### src/rtl/eth_csr_pkg.sv
// Shared types and constants for the E10 CSR bus arbiter.
// Optional feature macro: CSR_TIMEOUT_EN (waitrequest watchdog).
package eth_csr_pkg;

    localparam int          CSR_ADDR_W       = 16;
    localparam int          CSR_DATA_W       = 32;
    localparam logic [31:0] CSR_TIMEOUT_DATA = 32'hDEAD_BEEF;

    typedef enum logic {
        IDLE = 1'b0,
        BUSY = 1'b1
    } csr_state_t;

endpackage

### src/rtl/eth_csr_rr_arb.sv
// Two-way round-robin pick. When both masters request, the one that was not
// granted last wins; a lone requester always wins. Purely combinational.
module eth_csr_rr_arb (
    input  logic [1:0] req,
    input  logic       last_grant,
    output logic       pick,
    output logic [1:0] pick_oh
);

    // Select the winner index and its one-hot form (all zero with no request)
    always_comb begin
        pick    = 1'b0;
        pick_oh = 2'b00;
        if (req == 2'b11) begin
            pick = ~last_grant;
        end else if (req[1]) begin
            pick = 1'b1;
        end
        if (|req) begin
            pick_oh = pick ? 2'b10 : 2'b01;
        end
    end

endmodule

### src/rtl/eth_csr_arbiter.sv
// Two-master Avalon-MM arbiter in front of the E10 CSR address decoder.
// Port 0 is host MMIO, port 1 the init/stats-poll sequencer. One access is
// forwarded at a time; slave-side signals are registered, and the response is
// steered combinationally back to the granted master only.
// Optional feature macro: CSR_TIMEOUT_EN adds a watchdog that force-completes
// an access stuck on waitrequest, returning CSR_TIMEOUT_DATA.
module eth_csr_arbiter
    import eth_csr_pkg::*;
#(
    parameter int ADDR_W         = CSR_ADDR_W,
    parameter int DATA_W         = CSR_DATA_W,
    parameter int TIMEOUT_CYCLES = 1024
) (
    input  logic              clk_csr_clk,
    input  logic              csr_reset_n,

    input  logic [ADDR_W-1:0] m0_address,
    input  logic              m0_read,
    input  logic              m0_write,
    input  logic [DATA_W-1:0] m0_writedata,
    output logic [DATA_W-1:0] m0_readdata,
    output logic              m0_waitrequest,

    input  logic [ADDR_W-1:0] m1_address,
    input  logic              m1_read,
    input  logic              m1_write,
    input  logic [DATA_W-1:0] m1_writedata,
    output logic [DATA_W-1:0] m1_readdata,
    output logic              m1_waitrequest,

    output logic [ADDR_W-1:0] s_address,
    output logic              s_read,
    output logic              s_write,
    output logic [DATA_W-1:0] s_writedata,
    input  logic [DATA_W-1:0] s_readdata,
    input  logic              s_waitrequest,

    output logic              timeout_pulse
);

    csr_state_t  state;
    logic        grant;
    logic        last_grant;
    logic        pick;
    logic [1:0]  pick_oh;
    logic        win_m1;
    logic        win_rd;
    logic        win_wr;
    logic        busy;
    logic        timeout_hit;
    logic        done;
    logic [DATA_W-1:0] rsp_data;

    eth_csr_rr_arb u_rr_arb (
        .req        ({m1_read | m1_write, m0_read | m0_write}),
        .last_grant (last_grant),
        .pick       (pick),
        .pick_oh    (pick_oh)
    );

    // Command of the winning master; write takes precedence over read
    assign win_m1 = pick_oh[1];
    assign win_wr = win_m1 ? m1_write : m0_write;
    assign win_rd = (win_m1 ? m1_read : m0_read) & ~win_wr;

    assign busy = (state == BUSY);

`ifdef CSR_TIMEOUT_EN
    logic [15:0] wdog;

    // Watchdog: zero while idle, so it starts each access from 0, and counts stalled BUSY cycles
    always_ff @(posedge clk_csr_clk or negedge csr_reset_n) begin
        if (!csr_reset_n) begin
            wdog <= '0;
        end else if (!busy) begin
            wdog <= '0;
        end else if (s_waitrequest) begin
            wdog <= wdog + 16'd1;
        end
    end

    assign timeout_hit = busy && s_waitrequest && (wdog == 16'(TIMEOUT_CYCLES - 1));
`else
    assign timeout_hit = 1'b0;
`endif

    assign timeout_pulse = timeout_hit;
    assign done          = busy && (!s_waitrequest || timeout_hit);
    assign rsp_data      = timeout_hit ? DATA_W'(CSR_TIMEOUT_DATA) : s_readdata;

    // Response steering: only the granted master ever sees waitrequest low or non-zero data
    always_comb begin
        m0_waitrequest = ~(done && !grant);
        m1_waitrequest = ~(done && grant);
        m0_readdata    = (busy && !grant) ? rsp_data : '0;
        m1_readdata    = (busy &&  grant) ? rsp_data : '0;
    end

    // Arbitration FSM: grant and launch from IDLE, hold slave signals until completion
    // NOTE: every register here uses <= so all of them update from the same pre-edge values.
    always_ff @(posedge clk_csr_clk or negedge csr_reset_n) begin
        if (!csr_reset_n) begin
            state       <= IDLE;
            grant       <= 1'b0;
            last_grant  <= 1'b1;
            s_address   <= '0;
            s_read      <= 1'b0;
            s_write     <= 1'b0;
            s_writedata <= '0;
        end else begin
            case (state)
                IDLE: begin
                    if (|pick_oh) begin
                        state       <= BUSY;
                        grant       <= pick;
                        last_grant  <= pick;
                        s_address   <= win_m1 ? m1_address   : m0_address;
                        s_writedata <= win_m1 ? m1_writedata : m0_writedata;
                        s_read      <= win_rd;
                        s_write     <= win_wr;
                    end
                end
                BUSY: begin
                    if (done) begin
                        state   <= IDLE;
                        s_read  <= 1'b0;
                        s_write <= 1'b0;
                    end
                end
                default: state <= IDLE;
            endcase
        end
    end

endmodule

### config.mk
export PLATFORM = sky130hd
export DESIGN_NAME = eth_csr_arbiter
export DESIGN_NICKNAME = d
export VERILOG_FILES = /design/src/rtl/eth_csr_pkg.sv /design/src/rtl/eth_csr_rr_arb.sv /design/src/rtl/eth_csr_arbiter.sv
export SDC_FILE = /design/constraint.sdc
export NUM_CORES = 1
export LEC_CHECK = 0
export BUFFER_PORTS_ARGS = -buffer_cell sky130_fd_sc_hd__buf_2
export CELL_PAD_IN_SITES_DETAIL_PLACEMENT = 0
export CELL_PAD_IN_SITES_GLOBAL_PLACEMENT = 1
export CORE_MARGIN = 5
export CORE_UTILIZATION = 28
export CTS_CLUSTER_SIZE = 40
export DETAILED_ROUTE_END_ITERATION = 6
export GPL_ROUTABILITY_DRIVEN = 0
export PLACE_DENSITY_LB_ADDON = 0.15
export SLEW_MARGIN = 10
export SYNTH_ARGS = -nofsm -noshare
export SYNTH_HDL_FRONTEND = slang
export SYNTH_HIERARCHICAL = 1
export SYNTH_SLANG_ARGS = --single-unit
### constraint.sdc
create_clock -name clk_csr_clk -period 4 [get_ports clk_csr_clk]
set_input_delay 0.4 -clock clk_csr_clk [delete_from_list [all_inputs] [get_ports clk_csr_clk]]
set_output_delay 0.4 -clock clk_csr_clk [all_outputs]
set_load 0.01 [all_outputs]
==> results by group <==
Place
  – Post-DP HPWL: roughly 7600 µm
  – Placed Cells incl. Taps: approximately 670
  – Port bufs: 250

Logic synthesis
  – Synth cell types: 25
  – Synth top area share: between 40% and 50%
  – Largest family of logic cells by synthesized area: simple AND/OR/NAND/NOR gates
  – Warnings from Yosys: 6
  – Post-synthesis mux area share: roughly 17%
  – Compound-gate portion of the synthesized area: roughly a tenth
  – Syn nets: roughly 450
  – Largest cells by area after synthesis: dfrtp_1, mux2i_1, and2_1
  – Xor/xnor cell area share of the yosys netlist: 0%
  – Synth Area in Adders: 0%
  – Synth area leader: dfrtp_1
  – Syn_area_per_cell: 9.56 µm²
  – #FFs+latches synth: between 50 and 60
  – Cells after Synth: about 310
  – Area share of and/or/nand/nor cells after synthesis: a little over a fifth
  – Post-synthesis cell area: 0.00298 mm²
  – Post-synthesis sequential area ratio: about 45%

Flow run
  – MaxCap Viol Count: 0

Clock network
  – Clock latency at the later pin of the worst-skew pair: just under 300 ps
  – Post-CTS Setup Inserts: 0
  – CTS sink count: 53
  – Hold buffer count at CTS: 0
  – TritonCTS Buffers: 5
  – CTS tree: done
  – CTS HTree Levels: 2
  – Root Buffer: clkbuf_8
  – Max clock buf depth: 2
  – Register clock-pin slew on the reported worst setup and hold paths: about 90 ps
  – CTS resizes: 0

Route
  – Met1 Wirelength: 3740 µm
  – DR pass1 iterations: 4
  – Top layer in use: met4
  – Residual DRC: 0
  – Antenna viol nets, final: 0
  – Wire per inst: 13.7 µm
  – Metal3 WL: between 800 and 900 µm
  – Routed wl met2: around 4700 µm
  – Vias per Instance: 4.27
  – DR iter-0 viols: 91
  – Drt total wl: around 9400 µm
  – Via count: 2909

Global route
  – Initial antenna violation count: 0
  – First-pass GRT wire length: approximately 15000 µm
  – Pin count of the biggest net entering global routing: 54
  – Vias in the first global route: roughly 2900
  – Total track usage: between 10% and 20%
  – Grt total ovfl: 0

Layout
  – Layout Cells excl Fill: 682
  – Layout cells sized above 1: roughly 49%
  – Area delta synth->final: 46.1%
  – Nets: 680
  – Ant diodes: 0
  – Commonest non-fill, non-tap cell in the layout: buf_2
  – Fillers: 1054
  – Commonest cells after routing, fill and taps aside: buf_2, dfrtp_1, mux2i_1, nand2_1

STA
  – Final setup violation count: 0
  – Final hold vios: 0
  – RSZ-0062 raised after global routing: no
  – Worst-Margin Slew: between 800 and 900 ps
  – Slew Limit Fails: 0
  – Setup TNS: 0 ps
  – Period utilisation layout: 69.3%
  – Clk_skew: 8.54 ps
  – F_max: 361 MHz
  – Slew headroom: 40.4%
  – Fin crit period: ~2800 ps

Worst setup path
  – Reg2reg start: busy$_DFF_PN0_
  – Slowest CP cell: dfrtp_1
  – FF-to-FF End: last_grant$_DFFE_PN1P_
  – Crit start category: flip-flop
  – Worst-path fanout max: 37
  – CP endpoint kind: primary output
  – CP Cell Sequence: and2b_1, and2_1, buf_2
  – Crit Path Class: flip-flop to primary output
  – R2R setup slack: between 1500 and 2000 ps
  – Worst stage delay on the critical path: 930 ps
  – CP arrival: about 2400 ps
  – WP data required: between 3000 and 4000 ps
  – R2R cell count: 3

Die
  – Core Rows: 37
  – Top-level I/O count: around 250
  – Die area: approximately 0.013 mm²
  – Die H: approximately 110 µm
  – Initial Util: around 29%
  – Core Region: approximately 0.010 mm²
  – DIE WIDTH: around 110 µm

Pwr
  – Static leakage: roughly 0.0026 µW
  – PwrDens: between 600 and 700 mW/mm²
  – Max VDD drop: around 0.22 mV

Run status
  – Status: complete, no violations

Worst hold path
  – Worst Hold Class: primary input to asynchronous set/reset pin
## metrics by stage
step	hold WS, ps	worst slack (ps)	utilization, %	power [µW]	area (µm²)
after floorplan	104	2330	-	1940	2980
after global routing	257	957	42.0	3060	4360
final	212	1230	42.0	2790	4360
after detailed placement	466	1530	41.1	2550	4270
after global placement	457	1580	41.1	2530	4270
after CTS	239	1190	42.0	2860	4360
## registers in the layout (all words and copies together), names as in the netlist
name	flops
busy	1
s_writedata	32
s_address	16
grant	1
s_read	1
last_grant	1
s_write	1
## report_power, final
| group | switching (µW) | internal, µW | leakage, µW |
|---|---|---|---|
| clock network | 165 | 141 | 0.0000445 |
| registers | 187 | 796 | 0.000651 |
| logic | 835 | 670 | 0.00190 |
| total | 1190 | 1610 | 0.00260 |
## layer usage
layer / track usage (%) / up-vias
li1: - / 1523
met1: 17.3 / 1255
met2: 24.6 / 127
met3: 3.53 / 4
met4: 2.48 / 0
met5: 0 / -
## critical path: cells and delay by family, from the launching register on
kind / cells / cell delay [ps]
flops: 1 / 930
simple gates: 2 / 1000
buf+inv: 1 / 130
## how the worst max path moves through the flow
stage,start,end
after global routing,busy$_DFF_PN0_,m0_readdata[20]
after floorplan,m1_read,grant$_DFFE_PN0P_
after detailed placement,busy$_DFF_PN0_,m0_readdata[0]
final,busy$_DFF_PN0_,m0_readdata[0]
after global placement,m0_write,last_grant$_DFFE_PN1P_
after CTS,busy$_DFF_PN0_,m0_readdata[0]
## cells by family (layout without fill, tap and decap cells)
family / Yosys count / count (layout)
other: 1 / 1
AO/OA/AOI/OAI: 56 / 56
buffers and inverters: 29 / 263
flip-flops: 53 / 53
AND/OR/NAND/NOR: 122 / 122
multiplexers: 51 / 51
## synth_stat cells
library cell  instances
and2b_1               1
mux2i_1              49
a21boi_1              3
nand2_1              49
nand3_1               2
clkbuf_1             11
buf_6                 5
inv_1                 1
buf_2                 3
o31a_1                1
buf_4                 9
and3_1               32
nand2b_1              2
or2_2                 2
nor2_1                1
o21bai_4              1
conb_1                1
o21ai_1              20
dfstp_2               1
nand3b_1              1
a2bb2oi_1             1
and2_1               32
o21ai_0              30
mux2_4                2
dfrtp_1              52
## cell type report
| cell class | instances | area (µm²) | area share [%] |
|---|---|---|---|
| Clock inverter | 1 | 7.51 | 0.172 |
| Tap cell | 136 | 170 | 3.90 |
| Timing Repair Buffer | 254 | 1280 | 29.4 |
| Clock buffer | 7 | 86.3 | 1.98 |
| Sequential cell | 53 | 1330 | 30.5 |
| Inverter | 1 | 3.75 | 0.0861 |
| Multi-Input combinational cell | 230 | 1480 | 34.0 |
No activity file was read; power rests on OpenSTA's default activity.
